`src/rtl/key_event_arbiter.sv`:
```
// rtl/key_event_arbiter.sv - per-key press/hold timers merged round-robin onto one event stream
module key_event_arbiter #(
  parameter int N_KEYS        = 4,
  parameter int LONG_CYCLES   = 50_000_000,
  parameter int REPEAT_CYCLES = 10_000_000,
  localparam int IDW          = $clog2(N_KEYS)
) (
  input  logic              clk,
  input  logic              rst_n,
  input  logic [N_KEYS-1:0] key_down,
  input  logic [N_KEYS-1:0] key_dnedge,
  input  logic [N_KEYS-1:0] key_upedge,
  input  logic              repeat_en,
  output logic              evt_valid,
  input  logic              evt_ready,
  output logic [IDW-1:0]    evt_key,
  output logic [1:0]        evt_type,
  output logic              overflow
);

  localparam logic [1:0] T_PRESS   = 2'd0;
  localparam logic [1:0] T_RELEASE = 2'd1;
  localparam logic [1:0] T_LONG    = 2'd2;
  localparam logic [1:0] T_REPEAT  = 2'd3;

  typedef enum logic [1:0] {S_IDLE, S_HOLD, S_RPT} key_state_e;

  key_state_e              state_q [N_KEYS];
  key_state_e              state_d [N_KEYS];
  logic [31:0]             cnt_q   [N_KEYS];
  logic [31:0]             cnt_d   [N_KEYS];
  logic [N_KEYS-1:0][3:0]  pend_q, pend_d, post, grant;
  logic [N_KEYS-1:0]       cand;
  logic [IDW-1:0]          rr_q, rr_d, win;
  logic [1:0]              win_type;
  logic                    found, take, load;
  logic                    evt_valid_q, evt_valid_d;
  logic [IDW-1:0]          evt_key_q, evt_key_d;
  logic [1:0]              evt_type_q, evt_type_d;
  logic                    overflow_q, overflow_d;

  // Release edge is checked before the timer so a release on the expiry cycle suppresses LONG/REPEAT.
  always_comb begin
    for (int k = 0; k < N_KEYS; k++) begin
      state_d[k] = state_q[k];
      cnt_d[k]   = cnt_q[k];
      post[k]    = 4'b0000;
      case (state_q[k])
        S_IDLE: begin
          if (key_dnedge[k]) begin
            post[k][T_PRESS] = 1'b1;
            cnt_d[k]         = '0;
            state_d[k]       = S_HOLD;
          end
        end
        S_HOLD, S_RPT: begin
          if (key_upedge[k]) begin
            post[k][T_RELEASE] = 1'b1;
            cnt_d[k]           = '0;
            state_d[k]         = S_IDLE;
          end else if (!key_down[k]) begin
            cnt_d[k]   = '0;
            state_d[k] = S_IDLE;
          end else if (state_q[k] == S_HOLD) begin
            if (cnt_q[k] == 32'(LONG_CYCLES - 1)) begin
              post[k][T_LONG] = 1'b1;
              cnt_d[k]        = '0;
              state_d[k]      = S_RPT;
            end else begin
              cnt_d[k] = cnt_q[k] + 32'd1;
            end
          end else begin
            if (cnt_q[k] == 32'(REPEAT_CYCLES - 1)) begin
              post[k][T_REPEAT] = repeat_en;
              cnt_d[k]          = '0;
            end else begin
              cnt_d[k] = cnt_q[k] + 32'd1;
            end
          end
        end
        default: state_d[k] = S_IDLE;
      endcase
    end
  end

  // Scanning downward lets the lowest offset from rr_q overwrite earlier hits.
  always_comb begin
    for (int k = 0; k < N_KEYS; k++) cand[k] = |pend_q[k];
    found = 1'b0;
    win   = '0;
    for (int i = N_KEYS - 1; i >= 0; i--) begin
      if (cand[(int'(rr_q) + i) % N_KEYS]) begin
        found = 1'b1;
        win   = IDW'((int'(rr_q) + i) % N_KEYS);
      end
    end
    if (pend_q[win][T_PRESS])       win_type = T_PRESS;
    else if (pend_q[win][T_LONG])   win_type = T_LONG;
    else if (pend_q[win][T_REPEAT]) win_type = T_REPEAT;
    else                            win_type = T_RELEASE;
  end

  always_comb begin
    take        = !evt_valid_q || evt_ready;
    load        = take && found;
    grant       = '0;
    evt_valid_d = evt_valid_q;
    evt_key_d   = evt_key_q;
    evt_type_d  = evt_type_q;
    rr_d        = rr_q;
    if (load) begin
      grant[win][win_type] = 1'b1;
      evt_valid_d          = 1'b1;
      evt_key_d            = win;
      evt_type_d           = win_type;
      rr_d                 = IDW'((int'(win) + 1) % N_KEYS);
    end else if (take) begin
      evt_valid_d = 1'b0;
    end
    // A post landing on a bit being granted the same cycle is not a drop.
    pend_d     = (pend_q & ~grant) | post;
    overflow_d = overflow_q | (|(post & pend_q & ~grant));
  end

  always_ff @(posedge clk or negedge rst_n) begin
    if (!rst_n) begin
      for (int k = 0; k < N_KEYS; k++) begin
        state_q[k] <= S_IDLE;
        cnt_q[k]   <= '0;
      end
      pend_q      <= '0;
      rr_q        <= '0;
      evt_valid_q <= 1'b0;
      evt_key_q   <= '0;
      evt_type_q  <= '0;
      overflow_q  <= 1'b0;
    end else begin
      for (int k = 0; k < N_KEYS; k++) begin
        state_q[k] <= state_d[k];
        cnt_q[k]   <= cnt_d[k];
      end
      pend_q      <= pend_d;
      rr_q        <= rr_d;
      evt_valid_q <= evt_valid_d;
      evt_key_q   <= evt_key_d;
      evt_type_q  <= evt_type_d;
      overflow_q  <= overflow_d;
    end
  end

  assign evt_valid = evt_valid_q;
  assign evt_key   = evt_key_q;
  assign evt_type  = evt_type_q;
  assign overflow  = overflow_q;

endmodule

```
`config.mk`:
```
export PLATFORM = sky130hd
export DESIGN_NAME = key_event_arbiter
export DESIGN_NICKNAME = d
export VERILOG_FILES = /design/src/rtl/key_event_arbiter.sv
export SDC_FILE = /design/constraint.sdc
export NUM_CORES = 1
export LEC_CHECK = 0
export BUFFER_PORTS_ARGS = -buffer_cell sky130_fd_sc_hd__buf_4
export CAP_MARGIN = 20
export CORE_AREA = 2 2 147 185
export CTS_BUF_LIST = sky130_fd_sc_hd__clkbuf_2
export DETAILED_ROUTE_END_ITERATION = 6
export DIE_AREA = 0 0 149 187
export PLACE_DENSITY = 0.47
export SYNTH_ARGS = -nofsm -noshare
export SYNTH_HDL_FRONTEND = slang
export SYNTH_SLANG_ARGS = --single-unit
```
`constraint.sdc`:
```
create_clock -name clk -period 7.4 [get_ports clk]
set_input_delay 0.74 -clock clk [delete_from_list [all_inputs] [get_ports clk]]
set_output_delay 0.74 -clock clk [all_outputs]
set_load 0.005 [all_outputs]
```
==> flow_metrics.tcl, run 1 <==
set metrics [dict create \
    status "finished, violations left" \
    violations "design-rule violations" \
    max-slew-margin-rel_pct 43.9 \
    cts_tree "done" \
    synthArstFlopShare_pct 100 \
    syn_area_sq_um 8980 \
    ys_ff_latch 160 \
    hpwlAfterDp_mm 16.3 \
    tns_ps 0 \
    clockRootBuffer "clkbuf_2" \
    synth_common_cells "160 x dfrtp_1, 152 x nand2_1, 114 x o21ai_0, 102 x nor2_1, 41 x nand3_1" \
    cts_num_sinks 160 \
    path_clk_slew_ps 230 \
    path_class "flip-flop to flip-flop" \
    vias_per_cell 5.29 \
    antenna_found_initial 1 \
    crit_path_start_kind "flip-flop" \
    final_cells 1416 \
    drv_cap 0 \
    port-buffer-count 21 \
    tightest_slew_ps 834 \
    max_stage_delay_ps 610 \
    grt_pass1_wl_mm 39.3 \
    io_pins 22 \
    start_util_pct 34.1 \
    cpMostUsedCell "or4_1" \
    syn_inst 1038 \
    required_ps 8040 \
    die_y_um 187 \
    crit_chain "or4_1 > or3_1 > and3_4 > a211o_1 > a222oi_1 > a21oi_1 > or4_1 > or4_1" \
    grt_max_degree 62 \
    critPathCaptureType "flip-flop" \
    insertion_delay_ps 770 \
    drtPass1Iterations 7 \
    critPathMaxFanout 10 \
    fin_crit_ps 3990 \
    areaGrowthSynthToFinish_pct 9.56 \
    gp_congestion 0.887 \
    yosysTopAreaCellShare_pct 44.6 \
    hold_viol 0 \
    drc_errors 1 \
    drive_gt1_share_pct 6.55 \
    wirelength_mm 23.0 \
    ys_seq_area_share_pct 44.6 \
    syn_avg_cell_area_sq_um 8.65 \
    dieArea_sq_um 27900 \
    dpl.cell_count 1381 \
    final_nets 1096 \
    num_rows 67 \
    grt_pass1_vias 7474 \
    crit_slowest_cell "a222oi_1" \
    synth_edf_count 0 \
    worst_slack_ps 3410 \
    core_area_sq_um 26300 \
    post-route-period-util_pct 53.9 \
    nFillCells 2789 \
    yosysTopAreaCell "dfrtp_1" \
    hold_ws_ps 185 \
    grt-ovfl-total 0 \
    cts_max_level 4 \
    initialDrtViolationCount 349 \
    cts_buffer_depth 2 \
    cts_made_buffers 17 \
    fin_skew_ps 36.1 \
    synth_most_common_cell "dfrtp_1" \
    antenna_left 0 \
    vias 7496 \
    ir_drop_mv 0.103 \
    syn-num-nets 1078 \
    grt_usage_pct 17.5 \
    hp-class "primary input to flip-flop" \
    die_x_um 149 \
    rsz0062_at_grt "no" \
    max_freq_mhz 251 \
    crit_family "simple AND/OR/NAND/NOR gates" \
    drv_slew 0 \
    synthFlopType "dfrtp_1" \
    setup_violations 0 \
    wire_per_inst_um 16.2 \
    crit_arrival_ps 4630 \
    post_cts_buffers 0 \
    p_leak_nw 4.05 \
    synth_area_leaders "dfrtp_1 45%, o21ai_0 6.4%, nand2_1 6.4%" \
    synth_warnings 0 \
    cp_num_buf_inv 0 \
    power_density_nw_per_um2 247 \
    place_ws_ps 3480 \
    synth_cell_types 50 \
]
==> routing by layer <==
layer | part of all wire [%] | global-route usage [%] | vias to the layer above
met4 | 1.6 | 4.95 | 0
li1 | - | - | 3763
met5 | 0 | 0 | -
met2 | 49 | 29.1 | 93
met1 | 47 | 23.3 | 3615
met3 | 2.3 | 3.02 | 25
==> area by class of cell <==
type	instances	area, sq um	share of cell area [%]
tap	345	432	4.39
timing repair buffer	31	239	2.43
antenna	2	5.00	0.0509
sequential	160	4000	40.7
clock buffer	19	95.1	0.967
multi-input combinational	818	4740	48.2
clock inverter	13	216	2.20
inverter	28	105	1.07
==> flip-flops by register name (all words and copies together), names as in the netlist <==
| register | cells |
|---|---|
| cnt_q | 128 |
| pend_q | 16 |
| state_q | 8 |
| evt_key | 2 |
| evt_type | 2 |
| rr_q | 2 |
| evt_valid | 1 |
| overflow | 1 |
==> final timing paths <==
kind / start / endpoint / slack [ps] / cells after the start
setup / recovery: pend_q[7] / overflow / 3410 / 8
hold / removal: key_upedge[2] / pend_q[9] / 180 / 3
setup reg to reg: pend_q[7] / overflow / 3410 / 8
hold reg to reg: cnt_q[31] / cnt_q[31] / 520 / 1
max in group asynchronous: rst_n / pend_q[8] / 5820 / 3
min in group asynchronous: rst_n / cnt_q[113] / 410 / 2
==> report_power, final <==
part | total, mW | switching (mW) | internal [mW] | leakage [nW]
combinational | 0.827 | 0.559 | 0.268 | 1.71
sequential | 0.996 | 0.0595 | 0.936 | 2.17
clock | 0.606 | 0.319 | 0.287 | 0.177
==> worst register-to-register path, delay by kind of cell, from the launching register on <==
family	cells	cell delay [ps]
AND/OR/NAND/NOR	5	2280
flip-flops	1	470
AO/OA/AOI/OAI	3	1130
==> cell usage in the layout (no fill, tap or decap), types with 6 or more instances in the layout <==
cell and n:
dfrtp_1 160, nand2_1 152, o21ai_0 114, nor2_1 102
nand3_1 41, xor2_1 40, and3_1 38, nand4_1 38
buf_4 29, inv_1 28, o31ai_1 27, a21oi_1 24
ha_1 24, nor3_1 21, nor4_1 20, nor2b_1 20
clkbuf_2 19, nand2b_1 18, a31oi_1 17, xnor2_1 16
and2_1 13, o41ai_1 12, and4_1 10, or3_1 9
or2_2 8, or4_1 7, nor4b_1 7, a211o_1 6
nor4bb_1 6, bufinv_16 6
==> what timing repair did <==
action,4_1_cts,5_1_grt
gates resized for setup,0,0
hold buffers,1,0
endpoints found under the hold margin,41,0
==> per-stage QoR <==
step | power (mW) | instance area (sq um) | utilization [%]
after floorplan | 1.58 | 8980 | -
after global placement | 1.85 | 9510 | 36.1
after detailed placement | 1.84 | 9510 | 36.1
after CTS | 2.47 | 9830 | 37.4
after global routing | 2.63 | 9840 | 37.4
final | 2.43 | 9840 | 37.4
==> cell families (layout without fill, tap and decap cells) <==
group,Yosys count,count (layout),synth area share [%]
DFF,160,160,44.6
other,0,2,0
xor gates and xnor gates,56,56,5.46
and+or+nand+nor,516,516,29.0
AOI/OAI and AO/OA,222,222,15.0
buffers and inverters,60,91,2.61
adders and majority gates,24,24,3.34
(Power assumes the default switching activity.)
==> inputs of run 2 (changes only) <==
ABC_AREA = 1   (was unset)
CORE_AREA = 2 2 153 192   (was 2 2 147 185)
DIE_AREA = 0 0 155 194   (was 0 0 149 187)
PLACE_DENSITY = 0.49   (was 0.47)
clock period = 3.4 ns   (was 7.4 ns; I/O delays follow)
==> run 2 against run 1 <==
The run now ends clean; synthesized area grew 8.4%; global-route usage shrank 0.56 points; synthesized cell count grew 24%; clock-buffer cell count shrank 2; first-iteration DRC count grew 1.7%; combinational power grew to 3.1 times the previous value; routed wire length grew 5.5%; critical path depth grew 5; critical path type unchanged; largest power group is now combinational cells.
==> flow_metrics.tcl, run 2 <==
set metrics [dict create \
    fin_skew_ps 50.5 \
    rr_worst_depth 13 \
    insertion_delay_ps 800 \
    yosysTopAreaCell "dfrtp_1" \
    cts_max_level 4 \
    initialDrtViolationCount 355 \
    synth_most_common_cell "nand2_1" \
    crit_path_start_kind "flip-flop" \
    path_clk_slew_ps 270 \
    syn-num-nets 1326 \
    max_freq_mhz 350 \
    clockRootBuffer "clkbuf_2" \
    reg2reg_to "cnt_q[104]" \
    status "complete, no violations" \
    largestRegisters "cnt_q (128), pend_q (16), state_q (8)" \
    max_stage_delay_ps 420 \
    antenna_found_initial 1 \
    final_common_cell "nand2_1" \
    synthArstFlopShare_pct 100 \
    drc_errors 0 \
    wirelength_mm 24.2 \
    critPathMaxFanout 16 \
    cts_buffer_depth 2 \
    synth_cell_types 50 \
    syn_avg_cell_area_sq_um 7.57 \
    cts_num_sinks 160 \
    ys_ff_latch 160 \
    tightest_slew_ps 701 \
    synthFlopType "dfrtp_1" \
    grt_usage_pct 16.9 \
    grt_pass1_vias 8411 \
    crit_arrival_ps 3490 \
    hp-class "primary input to asynchronous set/reset pin" \
    required_ps 4040 \
    antenna_left 0 \
    hpwlAfterDp_mm 18.1 \
    grt_max_degree 77 \
    crit_chain "ha_1 > nand2_1 > nor2_1 > inv_1 > nor3_2 > nand3_1 > inv_1 > nand3_1 > o211ai_1 > nand2_1 > inv_1 > buf_4 > a311oi_1" \
    rsz0062_at_grt "no" \
    largest_reg_flops 128 \
    io_pins 22 \
    ir_drop_mv 0.260 \
    nFillCells 2948 \
    vias_per_cell 4.95 \
    drv_cap 0 \
    p_leak_nw 4.56 \
    post-route-period-util_pct 83.9 \
    hold_viol 0 \
    yosysTopAreaCellShare_pct 41.1 \
    start_util_pct 34.5 \
    grt_pass1_wl_mm 41.2 \
    dieArea_sq_um 30100 \
    critPathCaptureType "flip-flop" \
    port-buffer-count 21 \
    core_area_sq_um 28200 \
    die_x_um 155 \
    synth_common_cells "218 x nand2_1, 202 x inv_1, 163 x nor2_1, 160 x dfrtp_1, 108 x nand3_1" \
    place_area_sq_um 10300 \
    r2r_setup_slack_ps 550 \
    crit_slowest_cell "dfrtp_1" \
    syn_area_sq_um 9740 \
    die_y_um 194 \
    final_nets 1374 \
    num_rows 69 \
    syn_inst 1286 \
    synth_warnings 0 \
    fin_area_sq_um 10700 \
    drive_gt1_share_pct 8.25 \
    tns_ps 0 \
    fin_crit_ps 2850 \
    crit-reg2reg-launch "cnt_q[96]" \
    path_class "flip-flop to flip-flop" \
    wire_per_inst_um 14.2 \
    drv_slew 0 \
    cts_resized 0 \
    cts_tree "done" \
    cpMostUsedCell "inv_1" \
    areaGrowthSynthToFinish_pct 10.3 \
    cts_made_buffers 17 \
    synth_area_leaders "dfrtp_1 41%, nand2_1 8.4%, inv_1 7.8%" \
    gp_congestion 0.892 \
    ys_seq_area_share_pct 41.1 \
    largest-register "cnt_q" \
    synth_edf_count 0 \
    max-slew-margin-rel_pct 52.9 \
    drtPass1Iterations 6 \
    mostFrequentLayoutCells "218 x nand2_1, 202 x inv_1, 163 x nor2_1" \
    grt-ovfl-total 0 \
    power_density_nw_per_um2 554 \
    vias 8423 \
    setup_violations 0 \
]
run 2: cell count changes after synthesis, moves of 21 or more:
cell and delta:
inv_1 +174, nand3_1 +67, o21ai_0 -67, nand2_1 +66, nor2_1 +61, nor3_1 +40
and3_1 -36, o22ai_1 +25, o31ai_1 -25, clkbuf_1 -24, xor2_1 +22, a21oi_1 +21
run 2: what timing repair did:
| action | 4_1_cts | 5_1_grt |
|---|---|---|
| hold buffers | 13 | 1 |
| endpoints found under the hold margin | 86 | 2 |
| setup buffers | 0 | 0 |
run 2: metal layers:
layer / vias to the layer above / track usage [%] / routed length, um
met2: 145 / 29.1 / 12000
met3: 39 / 2.93 / 681
met1: 3924 / 21.3 / 11100
met4: 0 / 5.69 / 497
li1: 4315 / - / -
met5: - / 0 / 0
run 2: through the flow:
step | instances | worst slack, ps | utilization (%) | total power [mW] | hold WS, ps
3_5_place_dp | 1656 | 596 | 36.6 | 4.85 | 408
2_1_floorplan | 1286 | 1220 | - | 4.12 | 44.4
5_1_grt | 1702 | 298 | 38.0 | 6.47 | 69.0
6_report | 1702 | 547 | 38.0 | 5.95 | 107
3_3_place_gp | 1656 | 675 | 36.6 | 4.85 | 410
4_1_cts | 1700 | 531 | 38.0 | 6.03 | 12.7
run 2: logic make-up after synthesis:
kind of cell	synth area share (%)
AOI/OAI and AO/OA	8.29
xor gates and xnor gates	6.19
adders and majority gates	3.08
buffers and inverters	8.96
DFF	41.1
and+or+nand+nor	32.4
run 2: layout make-up:
class	instances	area (sq um)	area share [%]
diodes	1	2.50	0.0233
clock buffers	17	85.1	0.792
clock inverters	14	165	1.54
inverters	208	781	7.27
multi-input cells	901	4860	45.3
flip-flops and latches	160	4000	37.3
well taps	355	444	4.14
repair buffers	46	397	3.69
run 2: critical path: cells and delay by family (launching register included):
kind / cells / cell delay [ps]
adder cells (fa/ha/maj): 1 / 190
AND/OR/NAND/NOR: 6 / 1000
flip-flops: 1 / 420
buffers and inverters: 4 / 680
AO/OA/AOI/OAI: 2 / 390
run 2: worst max-delay path by stage:
stage                           from  cells past startpoint          to
after global routing      state_q[5]                     16   cnt_q[92]
final                      cnt_q[96]                     13  cnt_q[104]
after detailed placement  state_q[4]                     16   cnt_q[92]
after floorplan           state_q[4]                     16   cnt_q[92]
after global placement     cnt_q[96]                     13  cnt_q[104]
after CTS                  cnt_q[96]                     13  cnt_q[104]
run 2: power breakdown:
part           total, mW  switching (mW)  internal, mW
Sequential          2.25           0.175          2.08
Clock               1.13           0.724         0.406
Combinational       2.56            1.81         0.752
Total               5.95            2.71          3.24
